$ cat config.mk
export PLATFORM = sky130hd
export DESIGN_NAME = lsu_issue_arbiter
export DESIGN_NICKNAME = d
export VERILOG_FILES = /design/src/rtl/lsu_issue_arbiter.sv
export SDC_FILE = /design/constraint.sdc
export NUM_CORES = 1
export LEC_CHECK = 0
export BUFFER_PORTS_ARGS = -buffer_cell sky130_fd_sc_hd__buf_4
export CORE_MARGIN = 2
export CORE_UTILIZATION = 35
export DETAILED_ROUTE_END_ITERATION = 10
export MAX_ROUTING_LAYER = met4
export PLACE_DENSITY = 0.59
export RECOVER_POWER = 50
export SYNTH_ARGS = -nofsm -noshare
export SYNTH_HDL_FRONTEND = slang
export SYNTH_SLANG_ARGS = --single-unit
$ cat constraint.sdc
create_clock -name clk_i -period 3.09 [get_ports clk_i]
set_clock_uncertainty 0.2 [all_clocks]
set_input_delay 0.1545 -clock clk_i [delete_from_list [all_inputs] [get_ports clk_i]]
set_output_delay 0.1545 -clock clk_i [all_outputs]
set_load 0.02 [all_outputs]
$ cat src/rtl/lsu_issue_arbiter.sv
// -----------------------------------------------------------------------------
// lsu_issue_arbiter
//   Consumer side of the 2-entry LSU bypass FIFO. Captures the FIFO head into a
//   one-entry issue register, pops it in the same cycle, and presents it to the
//   load or store unit under a valid/ready handshake. Keeps a count of loads
//   accepted but not yet completed, so a store is only issued once no load is
//   in flight.
//
// Ports
//   clk_i, rst_ni     clock, asynchronous active-low reset
//   flush_i           pipeline flush (drops the issue slot and load count)
//   lsu_ctrl_i[84:0]  FIFO head {valid, vaddr, overflow, data, be, fu, op, id}
//   pop_ld_o          combinational pop pulse to the FIFO (loads, illegal fu)
//   pop_st_o          combinational pop pulse to the FIFO (stores)
//   req_o[84:0]       captured request, shared by both units
//   ld_valid_o/ld_ready_i   load unit handshake
//   st_valid_o/st_ready_i   store unit handshake
//   ld_done_i         one pulse per completed load
//   busy_o            request pending or loads outstanding
//   illegal_o         pulse when a head with an unknown fu is dropped
// -----------------------------------------------------------------------------
module lsu_issue_arbiter #(
  parameter int unsigned MAX_OUT_LD = 2,
  parameter logic [3:0]  FU_LOAD    = 4'd1,
  parameter logic [3:0]  FU_STORE   = 4'd2
) (
  input  logic        clk_i,
  input  logic        rst_ni,
  input  logic        flush_i,
  input  logic [84:0] lsu_ctrl_i,
  output logic        pop_ld_o,
  output logic        pop_st_o,
  output logic [84:0] req_o,
  output logic        ld_valid_o,
  input  logic        ld_ready_i,
  output logic        st_valid_o,
  input  logic        st_ready_i,
  input  logic        ld_done_i,
  output logic        busy_o,
  output logic        illegal_o
);

  localparam int unsigned REQ_W = 85;
  localparam int unsigned CNT_W = $clog2(MAX_OUT_LD + 1);

  typedef struct packed {
    logic        valid;
    logic [31:0] vaddr;
    logic        overflow;
    logic [31:0] data;
    logic [3:0]  be;
    logic [3:0]  fu;
    logic [7:0]  operation;
    logic [2:0]  trans_id;
  } lsu_req_t;

  typedef enum logic [1:0] {
    IDLE    = 2'd0,
    LD_PEND = 2'd1,
    ST_PEND = 2'd2
  } state_e;

  state_e           state_q, state_d;
  lsu_req_t         req_q, req_d;
  logic [CNT_W-1:0] ld_out_q, ld_out_d;
  logic [CNT_W-1:0] ld_out_upd;

  lsu_req_t head;
  logic     ld_hs;
  logic     st_hs;
  logic     slot_free;
  logic     load_ok;
  logic     store_ok;
  logic     pop_ld_c;
  logic     pop_st_c;
  logic     illegal_c;

  assign head = lsu_req_t'(lsu_ctrl_i);

  // Handshakes on the currently presented request
  assign ld_hs     = (state_q == LD_PEND) && ld_ready_i;
  assign st_hs     = (state_q == ST_PEND) && st_ready_i;
  assign slot_free = (state_q == IDLE) || ld_hs || st_hs;

  // Outstanding-load count after this cycle's accept/complete, saturating at 0
  always_comb begin
    ld_out_upd = ld_out_q;
    if (ld_hs && !ld_done_i) begin
      ld_out_upd = ld_out_q + CNT_W'(1);
    end else if (!ld_hs && ld_done_i && (ld_out_q != '0)) begin
      ld_out_upd = ld_out_q - CNT_W'(1);
    end
  end

  // A load may take the slot as long as the updated count leaves room; a store
  // waits for the count to read zero with no load being accepted this cycle.
  assign load_ok  = ld_out_upd < CNT_W'(MAX_OUT_LD);
  assign store_ok = (ld_out_q == '0) && !ld_hs;

  // Next-state, capture and pop decode
  always_comb begin
    state_d   = state_q;
    req_d     = req_q;
    ld_out_d  = ld_out_upd;
    pop_ld_c  = 1'b0;
    pop_st_c  = 1'b0;
    illegal_c = 1'b0;

    if (slot_free) begin
      state_d = IDLE;
    end

    if (flush_i) begin
      state_d  = IDLE;
      req_d    = '0;
      ld_out_d = '0;
    end else if (slot_free && head.valid) begin
      if (head.fu == FU_LOAD) begin
        if (load_ok) begin
          req_d    = head;
          pop_ld_c = 1'b1;
          state_d  = LD_PEND;
        end
      end else if (head.fu == FU_STORE) begin
        if (store_ok) begin
          req_d    = head;
          pop_st_c = 1'b1;
          state_d  = ST_PEND;
        end
      end else begin
        // Unknown fu: drain it from the FIFO without issuing anything
        pop_ld_c  = 1'b1;
        illegal_c = 1'b1;
      end
    end
  end

  // State, issue register and load counter
  always_ff @(posedge clk_i or negedge rst_ni) begin
    if (!rst_ni) begin
      state_q  <= IDLE;
      req_q    <= '0;
      ld_out_q <= '0;
    end else begin
      state_q  <= state_d;
      req_q    <= req_d;
      ld_out_q <= ld_out_d;
    end
  end

  // Combinational pulses are held low while reset is asserted
  assign pop_ld_o   = pop_ld_c && rst_ni;
  assign pop_st_o   = pop_st_c && rst_ni;
  assign illegal_o  = illegal_c && rst_ni;

  assign req_o      = REQ_W'(req_q);
  assign ld_valid_o = (state_q == LD_PEND);
  assign st_valid_o = (state_q == ST_PEND);
  assign busy_o     = (state_q != IDLE) || (ld_out_q != '0);

  // Design invariants
  a_pop_onehot : assert property (@(posedge clk_i) disable iff (!rst_ni)
    !(pop_ld_o && pop_st_o));

  a_ld_out_max : assert property (@(posedge clk_i) disable iff (!rst_ni)
    ld_out_q <= CNT_W'(MAX_OUT_LD));

  a_ld_hold : assert property (@(posedge clk_i) disable iff (!rst_ni)
    (ld_valid_o && !ld_ready_i && !flush_i) |=> (ld_valid_o && $stable(req_o)));

  a_st_hold : assert property (@(posedge clk_i) disable iff (!rst_ni)
    (st_valid_o && !st_ready_i && !flush_i) |=> (st_valid_o && $stable(req_o)));

endmodule

==> results.py <==
metrics = {
    "clocking": {
        "cts.path.max_buffers": 2,
        "h-tree-depth": 3,
        "cts_sinks": 89,
        "cts_root_buffer": "clkbuf_16",
        "cts_made_buffers": 9,
        "postCtsSetupBuffers": 0,
        "cts_tree": "done",
        "clk_pin_slew_ps": 60,
        "clk_latency_ps": 330,
    },
    "setup_path": {
        "cp.arrival_ps": 2150,
        "rr_endpoint": "req_o[64]",
        "path_max_fanout": 42,
        "cp-start-kind": "input port",
        "crit_chain": "dlygate4sd3_1, clkbuf_2, nand4b_1, a21oi_1, buf_4",
        "max_stage_delay_ps": 810,
        "worstSetupPathType": "input port to output port",
        "reg2reg_depth": 8,
        "required_ps": 2740,
        "crit_slowest_cell": "clkbuf_2",
        "crit_path_end_kind": "output port",
        "regToRegSetupSlack_ps": 820,
        "crit_family": "buffers and inverters",
        "cp.depth": 5,
        "timing.rr.start": "ld_out_q[0]",
        "crit_buf_inv": 3,
    },
    "worst_hold_path": {
        "hold_path_depth": 3,
        "hold_path.class": "input port to flop",
        "worstHoldStart": "lsu_ctrl_i[84]",
        "worstHoldEndpoint": "state_q[1]",
    },
    "layout": {
        "fin_cells": 834,
        "fillCellCount": 1180,
        "design_area_sq_mm": 0.00683,
        "num-nets-final": 749,
        "drive_above_1_share_pct": 17.4,
        "seq_area_sq_mm": 0.00223,
        "area_growth_pct": 51.8,
        "antennaDiodeCount": 0,
        "multiInputGateArea_sq_mm": 0.00210,
    },
    "timing": {
        "finalWorstSetupSlack_ps": 590,
        "clock.fmax_mhz": 400,
        "fin_crit_ps": 2500,
        "tightest_slew_ps": 1080,
        "maxSlewViolCount": 0,
        "rsz0062_at_grt": "false",
        "max_slew_margin_pct": 27.8,
        "setup-violations-final": 0,
        "finalCritPeriodShare_pct": 80.9,
        "hold_viol": 0,
        "setup_tns_ps": 0,
        "hold_slack_ps": 39.5,
    },
    "yosys": {
        "synth_cell_types": 28,
        "ys_seq_area_share_pct": 49.5,
        "yosysTopAreaCellShare_pct": 49.5,
        "synth_most_common_cell": "nand2b_1",
        "synth_common_cells": "164 x nand2b_1, 89 x dfrtp_1, 81 x mux2i_1",
        "syn_inst": 406,
        "synth.cell_area_sq_mm": 0.00450,
        "ys_async_sr_fraction_pct": 100,
        "yosys_warnings": 0,
        "syn-num-nets": 498,
        "synth-edff-count": 0,
        "ys_ff_latch": 89,
        "synth_flop_cell": "dfrtp_1",
        "synth_top_cell_by_area": "dfrtp_1",
        "syn_area_per_cell_sq_um": 11.1,
        "yosys-top-cells-area": "dfrtp_1 49%, nand2b_1 23%, mux2i_1 18%",
    },
    "power": {
        "power_density_mw_per_mm2": 430,
        "ir_drop_uv": 311,
        "p_leak_nw": 3.51,
    },
    "placement": {
        "dp.cells": 735,
        "place_ws_ps": 839,
        "port_buffers": 181,
        "place_area_sq_mm": 0.00598,
        "hpwl_mm": 7.13,
        "gp_congestion": 0.776,
    },
    "outcome": {
        "status": "finished, final reports clean",
    },
    "global_routing": {
        "grt_max_degree": 89,
        "track_usage_pct": 16.8,
        "overflow": 0,
        "antenna_found_initial": 0,
        "first_global_vias": 3755,
        "grt_pass1_wl_mm": 18.5,
    },
    "route": {
        "dr_wl_met2_mm": 5.46,
        "wire_per_inst_microns": 13.6,
        "vias_per_cell": 4.45,
        "wl_met1_mm": 5.14,
        "num_vias": 3710,
        "ant_nets": 0,
        "wl_met3_microns": 525,
        "drc_errors": 0,
        "wirelength_mm": 11.3,
        "top_layer_used": "met4",
        "firstDrtPassIters": 4,
        "first_iter_violations": 135,
    },
    "run": {
        "drv_cap": 0,
    },
    "floorplanning": {
        "core_area_sq_mm": 0.0126,
        "ios": 182,
        "die_h_microns": 117,
        "fp.dieW_microns": 117,
        "rows": 41,
        "initial_utilization_pct": 35.8,
        "dieArea_sq_mm": 0.0138,
    },
}
==> report_power, final <==
group	leakage [nW]	internal, mW	switching [mW]
Clock	0.166	0.812	0.444
Combinational	2.11	0.257	0.213
Sequential	1.23	1.20	0.0179
==> kinds of logic (layout without fill, tap and decap cells) <==
family / count (synthesis) / count (layout) / share of synthesized area, %
adder cells (fa/ha/maj): 1 / 1 / 0.278
multiplexers: 81 / 81 / 18.0
AND/OR/NAND/NOR: 186 / 186 / 25.8
AO/OA/AOI/OAI: 16 / 16 / 2.22
XOR/XNOR: 1 / 1 / 0.195
buffers and inverters: 32 / 288 / 4.03
flip-flops: 89 / 89 / 49.5
==> sequential cells by signal, indices dropped and copies added, names as in the netlist <==
| register | flops |
|---|---|
| req_o | 85 |
| ld_out_q | 2 |
| state_q | 2 |
==> worst max-delay path by stage <==
stage                startpoint        end  slack, ps
detailed placement  ld_out_q[0]  req_o[66]        840
finish                   rst_ni  illegal_o        590
global route             rst_ni  illegal_o        370
floorplan           ld_out_q[0]   pop_st_o       1090
CTS                 ld_out_q[0]   pop_st_o        730
global placement    ld_out_q[0]  req_o[39]        910
==> what timing repair did <==
action                                 4_1_cts  5_1_grt
hold buffers                                83        0
endpoints found under the hold margin      121        0
gates resized for setup                      0        0
setup endpoints to repair                    0        0
==> placed cells by master (no fill, tap or decap), types with 2 or more instances in the layout <==
| master | count |
|---|---|
| buf_12 | 3 |
| clkbuf_1 | 88 |
| nand2b_1 | 164 |
| clkbuf_16 | 9 |
| bufinv_16 | 3 |
| inv_1 | 4 |
| nor2_1 | 4 |
| nor2b_1 | 3 |
| nand2_1 | 2 |
| buf_4 | 94 |
| dlygate4sd3_1 | 83 |
| and3b_1 | 4 |
| nand3_1 | 3 |
| mux2i_1 | 81 |
| a21oi_1 | 6 |
| dfrtp_1 | 89 |
| o21ai_0 | 4 |
==> per-stage QoR <==
step / utilization, % / total power, mW
floorplan: - / 1.45
CTS: 57.0 / 3.01
detailed placement: 47.6 / 1.65
global route: 54.4 / 3.07
global placement: 47.6 / 1.64
finish: 54.4 / 2.94
==> cell type report <==
type                            count  share of cell area [%]
Sequential cell                    89                    32.6
Multi-Input combinational cell    285                    30.8
Timing Repair Buffer              268                    28.2
Clock buffer                       11                    3.55
Tap cell                          172                    3.15
Clock inverter                      5                    1.50
Inverter                            4                   0.220
==> worst register-to-register path, cell delays in order (launching register included) <==
cell and delay, ps:
dfrtp_1 350, inv_1 50, ha_1 300, nand2b_1 80
o21ai_1 90, o22ai_2 260, o21a_4 290, buf_12 300
mux2i_1 270
==> metal layers <==
metal / GRT usage, % / up-vias
li1: - / 1827
met1: 20.9 / 1755
met2: 27.1 / 110
met3: 4.23 / 18
met4: 5.05 / 0
met5: - / -
(Power assumes the default switching activity.)
